==> src/rtl/axi4_lite_csr_pkg.sv <==
// Shared definitions for the AXI4-Lite CSR slave: register offsets, response codes
// and the channel FSM state types.
package axi4_lite_csr_pkg;

   localparam logic [7:0] CSR_CTRL       = 8'h00;
   localparam logic [7:0] CSR_STATUS     = 8'h04;
   localparam logic [7:0] CSR_IRQ_STATUS = 8'h08;
   localparam logic [7:0] CSR_SCRATCH    = 8'h0C;
   localparam logic [7:0] CSR_VERSION    = 8'h10;

   typedef enum logic [1:0] {
      OKAY   = 2'b00,
      SLVERR = 2'b10
   } resp_t;

   typedef enum logic {
      W_IDLE = 1'b0,
      W_RESP = 1'b1
   } wstate_t;

   typedef enum logic {
      R_IDLE = 1'b0,
      R_DATA = 1'b1
   } rstate_t;

endpackage

==> src/rtl/axi4_lite_csr_slave_if.sv <==
// AXI4-Lite bus bundle between the GP master and the CSR slave.
interface axi4_lite_csr_slave_if #(
   parameter int ADDR_W = 12
);
   logic [ADDR_W-1:0] s_awaddr;
   logic              s_awvalid;
   logic              s_awready;
   logic [31:0]       s_wdata;
   logic [3:0]        s_wstrb;
   logic              s_wvalid;
   logic              s_wready;
   logic [1:0]        s_bresp;
   logic              s_bvalid;
   logic              s_bready;
   logic [ADDR_W-1:0] s_araddr;
   logic              s_arvalid;
   logic              s_arready;
   logic [31:0]       s_rdata;
   logic [1:0]        s_rresp;
   logic              s_rvalid;
   logic              s_rready;

   modport slave (
      input  s_awaddr, s_awvalid,
      output s_awready,
      input  s_wdata, s_wstrb, s_wvalid,
      output s_wready,
      output s_bresp, s_bvalid,
      input  s_bready,
      input  s_araddr, s_arvalid,
      output s_arready,
      output s_rdata, s_rresp, s_rvalid,
      input  s_rready
   );

   modport master (
      output s_awaddr, s_awvalid,
      input  s_awready,
      output s_wdata, s_wstrb, s_wvalid,
      input  s_wready,
      input  s_bresp, s_bvalid,
      output s_bready,
      output s_araddr, s_arvalid,
      input  s_arready,
      input  s_rdata, s_rresp, s_rvalid,
      output s_rready
   );
endinterface

==> src/rtl/axi4_lite_csr_regbank.sv <==
// CSR storage: CTRL/SCRATCH with byte strobes, W1C IRQ_STATUS with set pulses,
// read mux and per-access decode-error flags.
module axi4_lite_csr_regbank
   import axi4_lite_csr_pkg::*;
#(
   parameter int          ADDR_W  = 12,
   parameter logic [31:0] VERSION = 32'h0001_0000,
   parameter int          IRQ_W   = 8
) (
   input  logic              aclk,
   input  logic              aresetn,
   input  logic              i_wrEn,
   input  logic [ADDR_W-1:0] i_wrAddr,
   input  logic [31:0]       i_wrData,
   input  logic [3:0]        i_wrStrb,
   output logic              o_wrErr,
   input  logic [ADDR_W-1:0] i_rdAddr,
   output logic [31:0]       o_rdData,
   output logic              o_rdErr,
   input  logic [31:0]       i_status,
   input  logic [IRQ_W-1:0]  i_irqSet,
   output logic [31:0]       o_ctrl,
   output logic              o_irq
);

   logic [31:0]       r_ctrl;
   logic [31:0]       r_scratch;
   logic [IRQ_W-1:0]  r_irqStatus;
   logic              r_irqOut;

   logic [ADDR_W-1:0] w_wrWord;
   logic [ADDR_W-1:0] w_rdWord;
   logic [31:0]       w_byteMask;
   logic [31:0]       w_wrMasked;
   logic              w_selCtrl;
   logic              w_selIrq;
   logic              w_selScratch;
   logic [IRQ_W-1:0]  w_irqClr;

   assign w_wrWord     = i_wrAddr & ~ADDR_W'(3);
   assign w_rdWord     = i_rdAddr & ~ADDR_W'(3);
   assign w_selCtrl    = (w_wrWord == ADDR_W'(CSR_CTRL));
   assign w_selIrq     = (w_wrWord == ADDR_W'(CSR_IRQ_STATUS));
   assign w_selScratch = (w_wrWord == ADDR_W'(CSR_SCRATCH));
   assign o_wrErr      = !(w_selCtrl || w_selIrq || w_selScratch);

   always_comb begin
      w_byteMask = '0;
      for (int i = 0; i < 4; i++) begin
         w_byteMask[i*8 +: 8] = {8{i_wrStrb[i]}};
      end
   end

   assign w_wrMasked = i_wrData & w_byteMask;
   assign w_irqClr   = (i_wrEn && w_selIrq) ? w_wrMasked[IRQ_W-1:0] : '0;

   // Set pulses are OR-ed in after the clear so a simultaneous set wins.
   always_ff @(posedge aclk or negedge aresetn) begin
      if (!aresetn) begin
         r_ctrl      <= '0;
         r_scratch   <= '0;
         r_irqStatus <= '0;
         r_irqOut    <= 1'b0;
      end else begin
         if (i_wrEn && w_selCtrl) begin
            r_ctrl <= (r_ctrl & ~w_byteMask) | w_wrMasked;
         end
         if (i_wrEn && w_selScratch) begin
            r_scratch <= (r_scratch & ~w_byteMask) | w_wrMasked;
         end
         r_irqStatus <= (r_irqStatus & ~w_irqClr) | i_irqSet;
         r_irqOut    <= |r_irqStatus;
      end
   end

   always_comb begin
      o_rdData = '0;
      o_rdErr  = 1'b0;
      case (w_rdWord)
         ADDR_W'(CSR_CTRL):       o_rdData = r_ctrl;
         ADDR_W'(CSR_STATUS):     o_rdData = i_status;
         ADDR_W'(CSR_IRQ_STATUS): o_rdData[IRQ_W-1:0] = r_irqStatus;
         ADDR_W'(CSR_SCRATCH):    o_rdData = r_scratch;
         ADDR_W'(CSR_VERSION):    o_rdData = VERSION;
         default:                 o_rdErr  = 1'b1;
      endcase
   end

   assign o_ctrl = r_ctrl;
   assign o_irq  = r_irqOut;

endmodule

==> src/rtl/axi4_lite_csr_slave.sv <==
// AXI4-Lite CSR slave top: independent write (AW/W/B) and read (AR/R) channel FSMs
// in front of the register bank.
module axi4_lite_csr_slave
   import axi4_lite_csr_pkg::*;
#(
   parameter int          ADDR_W  = 12,
   parameter int          DATA_W  = 32,
   parameter logic [31:0] VERSION = 32'h0001_0000,
   parameter int          IRQ_W   = 8
) (
   input  logic                  aclk,
   input  logic                  aresetn,
   axi4_lite_csr_slave_if.slave  s_axi,
   output logic [31:0]           ctrl_o,
   input  logic [31:0]           status_i,
   input  logic [IRQ_W-1:0]      irq_set_i,
   output logic                  irq_o
);

   if (DATA_W != 32) begin : g_badDataWidth
      $error("axi4_lite_csr_slave supports DATA_W = 32 only");
   end

   wstate_t           r_wState, w_wStateNext;
   logic              r_awReady, w_awReadyNext;
   logic              r_wReady, w_wReadyNext;
   logic              r_awHeld, r_wHeld;
   logic [ADDR_W-1:0] r_awAddr;
   logic [31:0]       r_wData;
   logic [3:0]        r_wStrb;
   resp_t             r_bResp;

   rstate_t           r_rState, w_rStateNext;
   logic              r_arReady, w_arReadyNext;
   logic [31:0]       r_rData;
   resp_t             r_rResp;

   logic              w_awHs, w_wHs, w_arHs;
   logic              w_haveAw, w_haveW, w_commit;
   logic [ADDR_W-1:0] w_wrAddr;
   logic [31:0]       w_wrData;
   logic [3:0]        w_wrStrb;
   logic              w_wrErr;
   logic [31:0]       w_rdData;
   logic              w_rdErr;

   assign w_awHs   = s_axi.s_awvalid && r_awReady;
   assign w_wHs    = s_axi.s_wvalid && r_wReady;
   assign w_arHs   = s_axi.s_arvalid && r_arReady;
   assign w_haveAw = r_awHeld || w_awHs;
   assign w_haveW  = r_wHeld || w_wHs;
   assign w_commit = (r_wState == W_IDLE) && w_haveAw && w_haveW;
   assign w_wrAddr = r_awHeld ? r_awAddr : s_axi.s_awaddr;
   assign w_wrData = r_wHeld  ? r_wData  : s_axi.s_wdata;
   assign w_wrStrb = r_wHeld  ? r_wStrb  : s_axi.s_wstrb;

   // Ready flags are registered so they read 0 while reset is held.
   always_comb begin
      w_wStateNext  = r_wState;
      w_awReadyNext = 1'b0;
      w_wReadyNext  = 1'b0;
      case (r_wState)
         W_IDLE: begin
            if (w_commit) begin
               w_wStateNext = W_RESP;
            end else begin
               w_awReadyNext = !w_haveAw;
               w_wReadyNext  = !w_haveW;
            end
         end
         W_RESP: begin
            if (s_axi.s_bready) begin
               w_wStateNext  = W_IDLE;
               w_awReadyNext = 1'b1;
               w_wReadyNext  = 1'b1;
            end
         end
         default: w_wStateNext = W_IDLE;
      endcase
   end

   always_ff @(posedge aclk or negedge aresetn) begin
      if (!aresetn) begin
         r_wState  <= W_IDLE;
         r_awReady <= 1'b0;
         r_wReady  <= 1'b0;
         r_awHeld  <= 1'b0;
         r_wHeld   <= 1'b0;
         r_awAddr  <= '0;
         r_wData   <= '0;
         r_wStrb   <= '0;
         r_bResp   <= OKAY;
      end else begin
         r_wState  <= w_wStateNext;
         r_awReady <= w_awReadyNext;
         r_wReady  <= w_wReadyNext;
         if (w_commit) begin
            r_awHeld <= 1'b0;
            r_wHeld  <= 1'b0;
            r_bResp  <= w_wrErr ? SLVERR : OKAY;
         end else begin
            if (w_awHs) begin
               r_awHeld <= 1'b1;
               r_awAddr <= s_axi.s_awaddr;
            end
            if (w_wHs) begin
               r_wHeld <= 1'b1;
               r_wData <= s_axi.s_wdata;
               r_wStrb <= s_axi.s_wstrb;
            end
         end
      end
   end

   always_comb begin
      w_rStateNext  = r_rState;
      w_arReadyNext = 1'b0;
      case (r_rState)
         R_IDLE: begin
            if (w_arHs) begin
               w_rStateNext = R_DATA;
            end else begin
               w_arReadyNext = 1'b1;
            end
         end
         R_DATA: begin
            if (s_axi.s_rready) begin
               w_rStateNext  = R_IDLE;
               w_arReadyNext = 1'b1;
            end
         end
         default: w_rStateNext = R_IDLE;
      endcase
   end

   // Read data is captured at the AR handshake edge, so it sees pre-write values.
   always_ff @(posedge aclk or negedge aresetn) begin
      if (!aresetn) begin
         r_rState  <= R_IDLE;
         r_arReady <= 1'b0;
         r_rData   <= '0;
         r_rResp   <= OKAY;
      end else begin
         r_rState  <= w_rStateNext;
         r_arReady <= w_arReadyNext;
         if (w_arHs) begin
            r_rData <= w_rdData;
            r_rResp <= w_rdErr ? SLVERR : OKAY;
         end
      end
   end

   axi4_lite_csr_regbank #(
      .ADDR_W  (ADDR_W),
      .VERSION (VERSION),
      .IRQ_W   (IRQ_W)
   ) u_regbank (
      .aclk     (aclk),
      .aresetn  (aresetn),
      .i_wrEn   (w_commit),
      .i_wrAddr (w_wrAddr),
      .i_wrData (w_wrData),
      .i_wrStrb (w_wrStrb),
      .o_wrErr  (w_wrErr),
      .i_rdAddr (s_axi.s_araddr),
      .o_rdData (w_rdData),
      .o_rdErr  (w_rdErr),
      .i_status (status_i),
      .i_irqSet (irq_set_i),
      .o_ctrl   (ctrl_o),
      .o_irq    (irq_o)
   );

   assign s_axi.s_awready = r_awReady;
   assign s_axi.s_wready  = r_wReady;
   assign s_axi.s_bvalid  = (r_wState == W_RESP);
   assign s_axi.s_bresp   = r_bResp;
   assign s_axi.s_arready = r_arReady;
   assign s_axi.s_rvalid  = (r_rState == R_DATA);
   assign s_axi.s_rdata   = r_rData;
   assign s_axi.s_rresp   = r_rResp;

endmodule
==> src/flat_wrapper.sv <==
// flat-port wrapper written by rule: the top's interface ports become plain ports
module axi4_lite_csr_slave_flat import axi4_lite_csr_pkg::*;
#(
   parameter int          ADDR_W  = 12,
   parameter int          DATA_W  = 32,
   parameter logic [31:0] VERSION = 32'h0001_0000,
   parameter int          IRQ_W   = 8
)
  (aclk, aresetn, ctrl_o, status_i, irq_set_i, irq_o, s_axi_s_awaddr, s_axi_s_awvalid, s_axi_s_awready, s_axi_s_wdata, s_axi_s_wstrb, s_axi_s_wvalid, s_axi_s_wready, s_axi_s_bresp, s_axi_s_bvalid, s_axi_s_bready, s_axi_s_araddr, s_axi_s_arvalid, s_axi_s_arready, s_axi_s_rdata, s_axi_s_rresp, s_axi_s_rvalid, s_axi_s_rready);
  axi4_lite_csr_slave_if #(.ADDR_W(ADDR_W)) s_axi_i ();
  input  logic aclk;
  input  logic aresetn;
  output logic [31:0] ctrl_o;
  input  logic [31:0] status_i;
  input  logic [IRQ_W-1:0] irq_set_i;
  output logic irq_o;
  input wire logic [$bits(s_axi_i.s_awaddr)-1:0] s_axi_s_awaddr;
  input wire logic [$bits(s_axi_i.s_awvalid)-1:0] s_axi_s_awvalid;
  output wire logic [$bits(s_axi_i.s_awready)-1:0] s_axi_s_awready;
  input wire logic [$bits(s_axi_i.s_wdata)-1:0] s_axi_s_wdata;
  input wire logic [$bits(s_axi_i.s_wstrb)-1:0] s_axi_s_wstrb;
  input wire logic [$bits(s_axi_i.s_wvalid)-1:0] s_axi_s_wvalid;
  output wire logic [$bits(s_axi_i.s_wready)-1:0] s_axi_s_wready;
  output wire logic [$bits(s_axi_i.s_bresp)-1:0] s_axi_s_bresp;
  output wire logic [$bits(s_axi_i.s_bvalid)-1:0] s_axi_s_bvalid;
  input wire logic [$bits(s_axi_i.s_bready)-1:0] s_axi_s_bready;
  input wire logic [$bits(s_axi_i.s_araddr)-1:0] s_axi_s_araddr;
  input wire logic [$bits(s_axi_i.s_arvalid)-1:0] s_axi_s_arvalid;
  output wire logic [$bits(s_axi_i.s_arready)-1:0] s_axi_s_arready;
  output wire logic [$bits(s_axi_i.s_rdata)-1:0] s_axi_s_rdata;
  output wire logic [$bits(s_axi_i.s_rresp)-1:0] s_axi_s_rresp;
  output wire logic [$bits(s_axi_i.s_rvalid)-1:0] s_axi_s_rvalid;
  input wire logic [$bits(s_axi_i.s_rready)-1:0] s_axi_s_rready;
  assign s_axi_i.s_awaddr = s_axi_s_awaddr;
  assign s_axi_i.s_awvalid = s_axi_s_awvalid;
  assign s_axi_s_awready = s_axi_i.s_awready;
  assign s_axi_i.s_wdata = s_axi_s_wdata;
  assign s_axi_i.s_wstrb = s_axi_s_wstrb;
  assign s_axi_i.s_wvalid = s_axi_s_wvalid;
  assign s_axi_s_wready = s_axi_i.s_wready;
  assign s_axi_s_bresp = s_axi_i.s_bresp;
  assign s_axi_s_bvalid = s_axi_i.s_bvalid;
  assign s_axi_i.s_bready = s_axi_s_bready;
  assign s_axi_i.s_araddr = s_axi_s_araddr;
  assign s_axi_i.s_arvalid = s_axi_s_arvalid;
  assign s_axi_s_arready = s_axi_i.s_arready;
  assign s_axi_s_rdata = s_axi_i.s_rdata;
  assign s_axi_s_rresp = s_axi_i.s_rresp;
  assign s_axi_s_rvalid = s_axi_i.s_rvalid;
  assign s_axi_i.s_rready = s_axi_s_rready;
  axi4_lite_csr_slave #(.ADDR_W(ADDR_W), .DATA_W(DATA_W), .VERSION(VERSION), .IRQ_W(IRQ_W)) u_core (.aclk(aclk), .aresetn(aresetn), .s_axi(s_axi_i), .ctrl_o(ctrl_o), .status_i(status_i), .irq_set_i(irq_set_i), .irq_o(irq_o));
endmodule
==> config.mk <==
export PLATFORM = sky130hd
export DESIGN_NAME = axi4_lite_csr_slave_flat
export DESIGN_NICKNAME = d
export VERILOG_FILES = /design/src/rtl/axi4_lite_csr_pkg.sv /design/src/rtl/axi4_lite_csr_slave_if.sv /design/src/rtl/axi4_lite_csr_regbank.sv /design/src/rtl/axi4_lite_csr_slave.sv /design/src/flat_wrapper.sv
export SDC_FILE = /design/constraint.sdc
export NUM_CORES = 1
export LEC_CHECK = 0
export ABC_AREA = 1
export BUFFER_PORTS_ARGS = -buffer_cell sky130_fd_sc_hd__buf_2
export CAP_MARGIN = 20
export CORE_MARGIN = 10
export CORE_UTILIZATION = 40
export CTS_BUF_LIST = sky130_fd_sc_hd__clkbuf_4 sky130_fd_sc_hd__clkbuf_8
export DETAILED_ROUTE_END_ITERATION = 16
export SKIP_CTS_REPAIR_TIMING = 1
export SLEW_MARGIN = 15
export SYNTH_ARGS = -nofsm -noshare
export SYNTH_HDL_FRONTEND = slang
export SYNTH_SLANG_ARGS = --single-unit
==> constraint.sdc <==
create_clock -name aclk -period 5.5 [get_ports aclk]
set_clock_uncertainty 0.2 [all_clocks]
set_input_delay 0.55 -clock aclk [delete_from_list [all_inputs] [get_ports aclk]]
set_output_delay 0.55 -clock aclk [all_outputs]
set_load 0.005 [all_outputs]
# Word-level counts from Yosys, hierarchy flattened

Index checks and enable logic that the tools add are counted.

Reductions and logical operators: 22
Bitwise gates (word level): 12
Multiplexer cells: 26
Equal/unequal tests: 6

Operators with widths:

| cell                                                  | count |
|---|---|
| bitwise AND 32 bit                                    | 3 |
| one-hot mux 24 bit (4 select lines)                   | 1 |
| OR 32 bit                                             | 2 |
| equality test 10 x 2 -> 1 bit (second input constant) | 4 |
| two-way mux 32 bit                                    | 1 |
| NOT 32 bit                                            | 1 |
| one-hot mux 8 bit (4 select lines)                    | 1 |
| logical NOT 12 bit                                    | 2 |
| two-way mux 1 bit                                     | 13 |
| two-way mux 12 bit                                    | 1 |
| equality test 10 x 1 -> 1 bit (second input constant) | 1 |
| equality test 10 x 3 -> 1 bit (second input constant) | 1 |
| one-hot mux 1 bit (2 select lines)                    | 5 |
| bitwise AND 8 bit                                     | 1 |
| logical AND 1 bit                                     | 8 |
| two-way mux 8 bit                                     | 1 |
| NOT 8 bit                                             | 1 |
| OR 8 bit                                              | 1 |
| OR reduction 8 bit                                    | 1 |
| OR reduction 5 bit                                    | 1 |
| logical OR 1 bit                                      | 4 |
| two-way mux 2 bit                                     | 2 |
| two-way mux 4 bit                                     | 1 |
| AND reduction 2 bit                                   | 2 |
| 3 further kinds                                       | 7 |

Logic and storage cells: 83
Input port bits: 107
Flip-flop bits (word level): 164
Output and inout bits: 74

# Depth between registers and ports, before layout

Gate-level depths: netlist of the first run.

Depth after elaboration: 9
Depth in mapped cells: 10
Depth with buffers taken out: 9

# Hierarchy

A second synthesis of the first run with hierarchy kept.

Cell total of the unflattened synthesis: 1152
Area total of the unflattened synthesis: 8369.3 µm²

Modules (own cells, without submodules):

| module                | cells an instance | sequential area each (µm²) | area each (µm²) | instances |
|---|---|---|---|---|
| axi4_lite_csr_regbank | 608               | 1826.8                     | 4214.0          | 1 |
| axi4_lite_csr_slave   | 544               | 2227.1                     | 4155.2          | 1 |

# Worst setup path after synthesis of the first run

OpenSTA, ideal clock, no wires.

Kind: in2reg
From: in s_axi_s_awvalid
To: reg u_core.r_wData[3]
Arrival: 1508 ps
Library setup time: 125 ps
Stages: 6
Path buffers: 1
Setup slack: 3668 ps
Path through: nand2_1 > nand2_2 > nand2_4 > nand2_1 > buf_2 > mux2_2

Longest elaborated chain between the ends: 6

RTL lines:

| element                        | RTL line                   | RTL |
|---|---|---|
| start, declared                | flat_wrapper.sv:18         | `input wire logic [$bits(s_axi_i.s_awvalid)-1:0] s_axi_s_awvalid;` |
| logical AND 1 bit              | axi4_lite_csr_slave.sv:47  | `assign w_awHs = s_axi.s_awvalid && r_awReady;` |
| logical OR 1 bit               | axi4_lite_csr_slave.sv:50  | `assign w_haveAw = r_awHeld \|\| w_awHs;` |
| logical AND 1 bit (2 in a row) | axi4_lite_csr_slave.sv:52  | `assign w_commit = (r_wState == W_IDLE) && w_haveAw && w_haveW;` |
| NOT 1 bit (no line)            | -                          |  |
| AND reduction 2 bit (no line)  | -                          |  |
| end signal, assigned           | axi4_lite_csr_slave.sv:108 | `r_wData <= s_axi.s_wdata;` |
| end, declared                  | axi4_lite_csr_slave.sv:29  | `logic [31:0] r_wData;` |

Every way passes these cells.
A chain may end at the register's enable or synchronous reset.

==> results by group, run 1 <==
Setup path
  – Critical path class: reg2reg
  – Critical Path Max Stage Delay: 1.02 ns
  – Critical-path top delay cell: dfrtp_2
  – Startpoint types: flip-flop
  – Worst Path Arrival: 3.08 ns
  – Crit Path Max Fanout: 64
  – WP buf/inv: 2
  – Crit path cell chain: inv_2, nand2_2, inv_2, nor2_8, nand2_2, nor2_8, nand3_4, nand2_1, nand2_1
  – CP delay by family, top: simple AND/OR/NAND/NOR gates
  – Worst setup EP type: flip-flop
  – CP required: 5.63 ns

Place
  – Post-DP HPWL: 16.69 mm
  – Placement Cell Area: 8939 sq um
  – DP Cell Count: 1,397
  – RePlAce Congestion: 0.8135
  – # port buffers: 174

Synthesis
  – Sequential cell area fraction in the yosys report: 50.24%
  – Post-synthesis mux area share: 1.272%
  – Largest family of logic cells by synthesized area: simple AND/OR/NAND/NOR gates
  – Top FF cell, synth: dfrtp_1
  – Seq cells post-synth: 160
  – XOR/XNOR Fraction of Synth Area: 0%
  – Synth warn: 0
  – Synth Area in Adders: 0%
  – Leading cell types by count after synthesis: nand2_1, nand3_1, dfrtp_1, o21ai_0, inv_1
  – Syn_area_per_cell: 7.913 sq um
  – Post-synth EDFFs: 0
  – Simple-Gate Fraction of Synth Area: 34.56%
  – Post-synth top area share: 50.24%
  – Cell Area, Synth: 7969 sq um
  – Biggest area consumer among synthesized cells: dfrtp_1
  – Ys async rst share: 100.0%
  – Cell with the most instances after synthesis: nand2_1
  – Post-Synthesis Cells: 1,007
  – Complex-gate fraction of the synthesized area: 6.328%
  – Area contributors post-synth: dfrtp_1, nand2_1, nand3_1, o21ai_0, inv_1
  – Unique masters post-synth: 29

GRT
  – Largest net degree at the start of global routing: 82
  – Global-route usage over all layers: 17.28%
  – GR Overflow Total: 0
  – Busiest grt layer: met1
  – Grt met3 use: 5.287%
  – Met1 usage: 25.89%
  – GR Layer Usage met2: 23.59%
  – Vias in the first global route: 6,710
  – Initial antenna violation count: 4
  – Global-route wire length before repair: 36.58 mm

Floorplan
  – Chip width: 161.1 um
  – Core Region: 19,530 sq um
  – Die area: 25,970 sq um
  – Initial core utilization: 40.81%
  – IO Count: 181
  – Die H: 161.1 um
  – Row Count: 51

CTS
  – Clk Latency, worst-skew pair: 0.44 ns
  – Clock Tree Root: clkbuf_8
  – Num CTS Buffers: 17
  – H-tree levels: 4
  – Max clock buf depth: 2
  – CTS tree: yes
  – CTS Sinks: 160
  – Clk pin slew, worst setup/hold paths: 0.08 ns

Min path
  – Worst hold path class: in2reg

Routing
  – DR DRC count: 0
  – Final ANT Viol Nets: 0
  – First-iteration detailed-routing DRC count: 500
  – DRT Wirelength: 22.58 mm
  – Via Count: 7,035
  – DRT Pass-1 Iters: 5
  – Routed length per placed instance: 15.77 um
  – Vias/cell: 4.913

STA
  – Setup_tns: 0 ns
  – Min Tclk post-route: 2.943 ns
  – # setup viols final: 0
  – Worst rel slew slack: 31.01%
  – Endpoints failing hold: 0
  – Fmax: 0.3397 GHz
  – RSZ-0062 raised after global routing: false
  – Slew @ Worst Pin: 1.034 ns
  – Fin. max-slew vios: 0
  – Crit share post-route: 53.52%

Power and ir drop
  – Comb power frac: 26.3%
  – Switching share of power: 35.25%
  – Sequential power share: 46.7%
  – Switching power: 1.177 mW
  – Pwr per Cell Area: 354.4 nW/um^2
  – Max rail drop VDD: 0.0002836 V
  – Clock Power Share: 27.1%
  – Internal power: 2.161 mW
  – Static leakage: 5.211 nW

Final layout
  – Share of cells above drive strength 1: 22.66%
  – Register area: 4005 sq um
  – Post-route insts no fill: 1,432
  – Post-layout nets: 1,261
  – Filler cells: 1,981
  – Post-route cell area: 9420 sq um
  – Area of the multi-input gates: 3379 sq um
  – Layout overhead on the synthesized area: 18.21%

Job
  – Count of maximum capacitance violations: 0

Status
  – Outcome: finished, final reports clean
logic make-up after synthesis:
logic type / count (synthesis)
other: 1
AOI/OAI and AO/OA: 94
muxes: 9
DFF: 160
buffers and inverters: 134
and+or+nand+nor: 609
metal layers:
layer / vias to the layer above / part of all wire [%]
met4: 4 / 0.66
met2: 206 / 42
met5: - / 0.11
met1: 3233 / 51
li1: 3576 / -
met3: 16 / 6.9
path summary, 6_finish.rpt:
| path | depth (start not counted) | start | to | slack (ns) |
|---|---|---|---|---|
| min in group asynchronous | 2 | aresetn | u_core.r_awAddr[9] | 0.48 |
| setup reg to reg | 9 | u_core.r_wHeld | flip-flop | 2.56 |
| hold / removal | 3 | irq_set_i[7] | u_core.u_regbank.r_irqStatus[7] | 0.08 |
| max in group asynchronous | 3 | aresetn | u_core.r_wHeld | 3.51 |
| hold reg to reg | 2 | flip-flop | flip-flop | 0.28 |
| setup / recovery | 9 | u_core.r_wHeld | flip-flop | 2.56 |
cell type report:
type | count | share of cell area, %
flip-flops and latches | 160 | 42.52
multi-input cells | 714 | 35.87
repair buffers | 185 | 10.64
well taps | 265 | 3.520
inverters | 76 | 3.028
clock buffers | 20 | 2.922
clock inverters | 10 | 1.448
diodes | 2 | 0.05313
per-stage QoR:
step                      power (mW)  util [%]  worst slack [ns]  hold WS [ns]
after CTS                      3.359     47.89             2.504      -0.05208
after global routing           3.576     48.22             2.243       0.06366
after detailed placement       2.449     45.78             2.520        0.2588
final                          3.338     48.24             2.557       0.08053
after floorplan                2.185         -             3.668       0.05441
after global placement         2.424     45.78             2.530        0.2543
cells in the final DEF (no fill, tap or decap), drive strengths merged, types with 20 or more instances in the layout:
master	n
inv	76
o21ai	91
nand2	348
nor2	34
dfrtp	160
clkbuf	20
nand3	182
nand4	32
buf	184
worst min-delay path: stages:
cell and delay, ns:
buf_2 0.07, inv_1 0.03, nand2_1 0.05
power groups by stage:
stage	Combinational [mW]	Sequential [mW]	Clock, mW
6_report	0.876	1.56	0.903
4_1_cts	0.871	1.56	0.931
3_3_place_gp	0.852	1.57	0
5_1_grt	1.01	1.59	0.972
3_5_place_dp	0.869	1.58	0
2_1_floorplan	0.682	1.50	0
No activity file was read; power rests on OpenSTA's default activity.
==> inputs of run 2 (changes only) <==
- clock period: 5.5 -> 2.4 ns (I/O delays scaled with it)
==> run 2 against run 1 <==
  * The run now ends with negative hold slack left
  * Routed wire length increased by 3.8%
  * Via count increased by 3.3%
  * Cell area increased by 11%
  * Global-route usage decreased by 0.28 points
  * Sequential cell count unchanged
  * Clock power increased by 150%
  * Sequential power increased by 120%
  * Fmax increased by 36%
  * First-iteration DRC count increased by 3.4%
  * Worst setup slack got worse by 2.3 ns
==> results by group, run 2 (synthesis gave the netlist of run 1 again) <==
Status
  – Outcome: finished with violations (was finished, final reports clean)
  – Failing checks: negative hold slack

CTS
  – H-tree levels: 4 (unchanged)
  – Max clock buf depth: 2 (unchanged)
  – CTS Sinks: 160 (unchanged)
  – Num CTS Buffers: 17 (unchanged)
  – Clock Tree Root: clkbuf_8 (unchanged)
  – Clk Latency, worst-skew pair: 0.45 ns (was 0.44 ns)
  – Clk pin slew, worst setup/hold paths: 0.08 ns (about the same)
  – CTS tree: yes (unchanged)

Min path
  – Worst hold path class: in2reg (unchanged)

Power and ir drop
  – Max rail drop VDD: 0.0006876 V (was 0.0002836 V)
  – Switching power: 2.793 mW (was 1.177 mW)
  – Switching share of power: 34.96% (was 35.25%)
  – Static leakage: 5.647 nW (was 5.211 nW)
  – Sequential power share: 43.3% (was 46.7%)
  – Comb power frac: 28.9% (was 26.3%)
  – Clock Power Share: 27.9% (was 27.1%)
  – Internal power: 5.196 mW (was 2.161 mW)
  – Pwr per Cell Area: 765.8 nW/um^2 (was 354.4 nW/um^2)
  – Final Power: 7.989 mW (was 3.338 mW)

Setup path
  – CP required: 2.54 ns (was 5.63 ns)
  – Crit Path Max Fanout: 31 (was 64)
  – Crit path cell chain: inv_2, nand3_1, o21ai_2, nand2_1, nor2_8, nand3_4, nand2_1, nand2_1 (was inv_2, nand2_2, inv_2, nor2_8, nand2_2, nor2_8, nand3_4, nand2_1, nand2_1)
  – WP buf/inv: 1 (was 2)
  – Critical-path top delay cell: dfrtp_1 (was dfrtp_2)
  – Worst Path Arrival: 2.31 ns (was 3.08 ns)
  – CP delay by family, top: simple AND/OR/NAND/NOR gates (unchanged)
  – Critical Path Max Stage Delay: 0.47 ns (was 1.02 ns)
  – Worst setup EP type: flip-flop (unchanged)
  – Critical path class: reg2reg (unchanged)
  – Top cell by count, worst path: nand2_1
  – Startpoint types: flip-flop (unchanged)

STA
  – Endpoints failing hold: 2 (was 0)
  – Setup_tns: 0 ns (unchanged)
  – Fmax: 0.4618 GHz (was 0.3397 GHz)
  – Crit share post-route: 90.22% (was 53.52%)
  – Min Tclk post-route: 2.165 ns (was 2.943 ns)
  – RSZ-0062 raised after global routing: false (unchanged)
  – Worst rel slew slack: 33.58% (was 31.01%)
  – Hold WS: -0.03636 ns (was 0.08053 ns)
  – Fin. max-slew vios: 0 (unchanged)
  – # setup viols final: 0 (unchanged)
  – Slew @ Worst Pin: 0.9953 ns (was 1.034 ns)
  – Final worst-path setup slack: 0.2348 ns (was 2.557 ns)

Final layout
  – Layout overhead on the synthesized area: 30.92% (was 18.21%)
  – Share of cells above drive strength 1: 21.77% (was 22.66%)
  – Area of the multi-input gates: 3379 sq um (unchanged)
  – Post-layout nets: 1,358 (was 1,261)
  – Register area: 4005 sq um (unchanged)
  – Filler cells: 1,911 (was 1,981)
  – Commonest non-fill, non-tap cell in the layout: nand2_1 (unchanged)
  – Most frequent cells in the layout: nand2_1, nand3_1, buf_2 (unchanged)

Routing
  – First-iteration detailed-routing DRC count: 517 (was 500)
  – DRT Wirelength: 23.43 mm (was 22.58 mm)
  – Vias/cell: 4.751 (was 4.913)
  – DR DRC count: 0 (unchanged)
  – Final ANT Viol Nets: 0 (unchanged)
  – Via Count: 7,264 (was 7,035)
  – Routed length per placed instance: 15.32 um (was 15.77 um)
  – DRT Pass-1 Iters: 6 (was 5)

GRT
  – Largest net degree at the start of global routing: 94 (was 82)
  – Global-route usage over all layers: 17.00% (was 17.28%)
  – Initial antenna violation count: 1 (was 4)
  – Global-route wire length before repair: 36.07 mm (was 36.58 mm)
  – Vias in the first global route: 6,634 (was 6,710)
  – GR Overflow Total: 0 (unchanged)

Job
  – Count of maximum capacitance violations: 0 (unchanged)

Floorplan
  – Initial core utilization: 40.81% (unchanged)
  – Die H: 161.1 um (unchanged)
  – IO Count: 181 (unchanged)
  – Chip width: 161.1 um (unchanged)
  – Die area: 25,970 sq um (unchanged)
  – Row Count: 51 (unchanged)
  – Core Region: 19,530 sq um (unchanged)

Place
  – Post-DP HPWL: 16.65 mm (was 16.69 mm)
  – # port buffers: 174 (unchanged)
  – Worst slack at placement: 0.2449 ns (was 2.520 ns)
  – RePlAce Congestion: 0.8094 (was 0.8135)
[run 2: cell types whose count changed in the layout (fill, tap and decap cells not counted), sizes merged]
cell	before	now
clkinvlp	3	2
buf	184	194
clkbuf	20	19
dlygate4sd3	1	88
inv	76	77
diode	2	1
clkinv	4	5
bufinv	3	4
[run 2: tightest hold or removal path, delay by kind of cell]
family                 cells  cell delay, ns
AND/OR/NAND/NOR            4            0.26
buffers and inverters      1            0.09
[run 2: final cells by class]
cell class	instances	share of cell area [%]
clock inverter	12	1.763
tap	265	3.178
multi-input combinational	714	32.39
inverter	76	2.734
clock buffer	19	2.507
sequential	160	38.39
timing repair buffer	282	19.01
antenna	1	0.02399
[run 2: final timing paths]
kind,to,slack [ns],cells after the start,start
worst max-delay path,flip-flop,0.23,8,u_core.r_awHeld
min in group asynchronous,u_core.r_wData[1],0.08,2,aresetn
worst min-delay path,u_core.s_axi.s_rdata[9],-0.04,5,status_i[9]
worst min register to register,flip-flop,0.27,2,flip-flop
max in group asynchronous,u_core.s_axi.s_rdata[6],1.22,3,aresetn
worst max register to register,flip-flop,0.23,8,u_core.r_awHeld
[run 2: routing by layer]
metal / vias to the layer above / part of all wire, % / track usage (%)
met5: - / 0 / 0
met4: 0 / 1.1 / 4.012
met3: 18 / 5.8 / 5.465
met2: 197 / 42 / 23.27
met1: 3273 / 51 / 25.19
li1: 3776 / - / -
[run 2: power groups by stage]
stage                     logic, mW  clock network, mW  registers (mW)
final                          2.30               2.23            3.46
after global routing           2.63               2.39            3.52
after CTS                      2.21               2.28            3.45
after detailed placement       2.20                  0            3.51
after global placement         2.17                  0            3.49
after floorplan                1.56                  0            3.44
[run 2: per-stage QoR]
| step | instances | hold WS, ns | utilization, % | area, sq um |
|---|---|---|---|---|
| after floorplan | 1008 | -0.2556 | - | 7973 |
| after global placement | 1409 | 0.004470 | 46.62 | 9104 |
| after detailed placement | 1409 | 0.005112 | 46.62 | 9104 |
| after CTS | 1440 | -0.4992 | 48.90 | 9549 |
| after global routing | 1529 | 0.002755 | 53.43 | 10430 |
| final | 1529 | -0.03636 | 53.43 | 10430 |
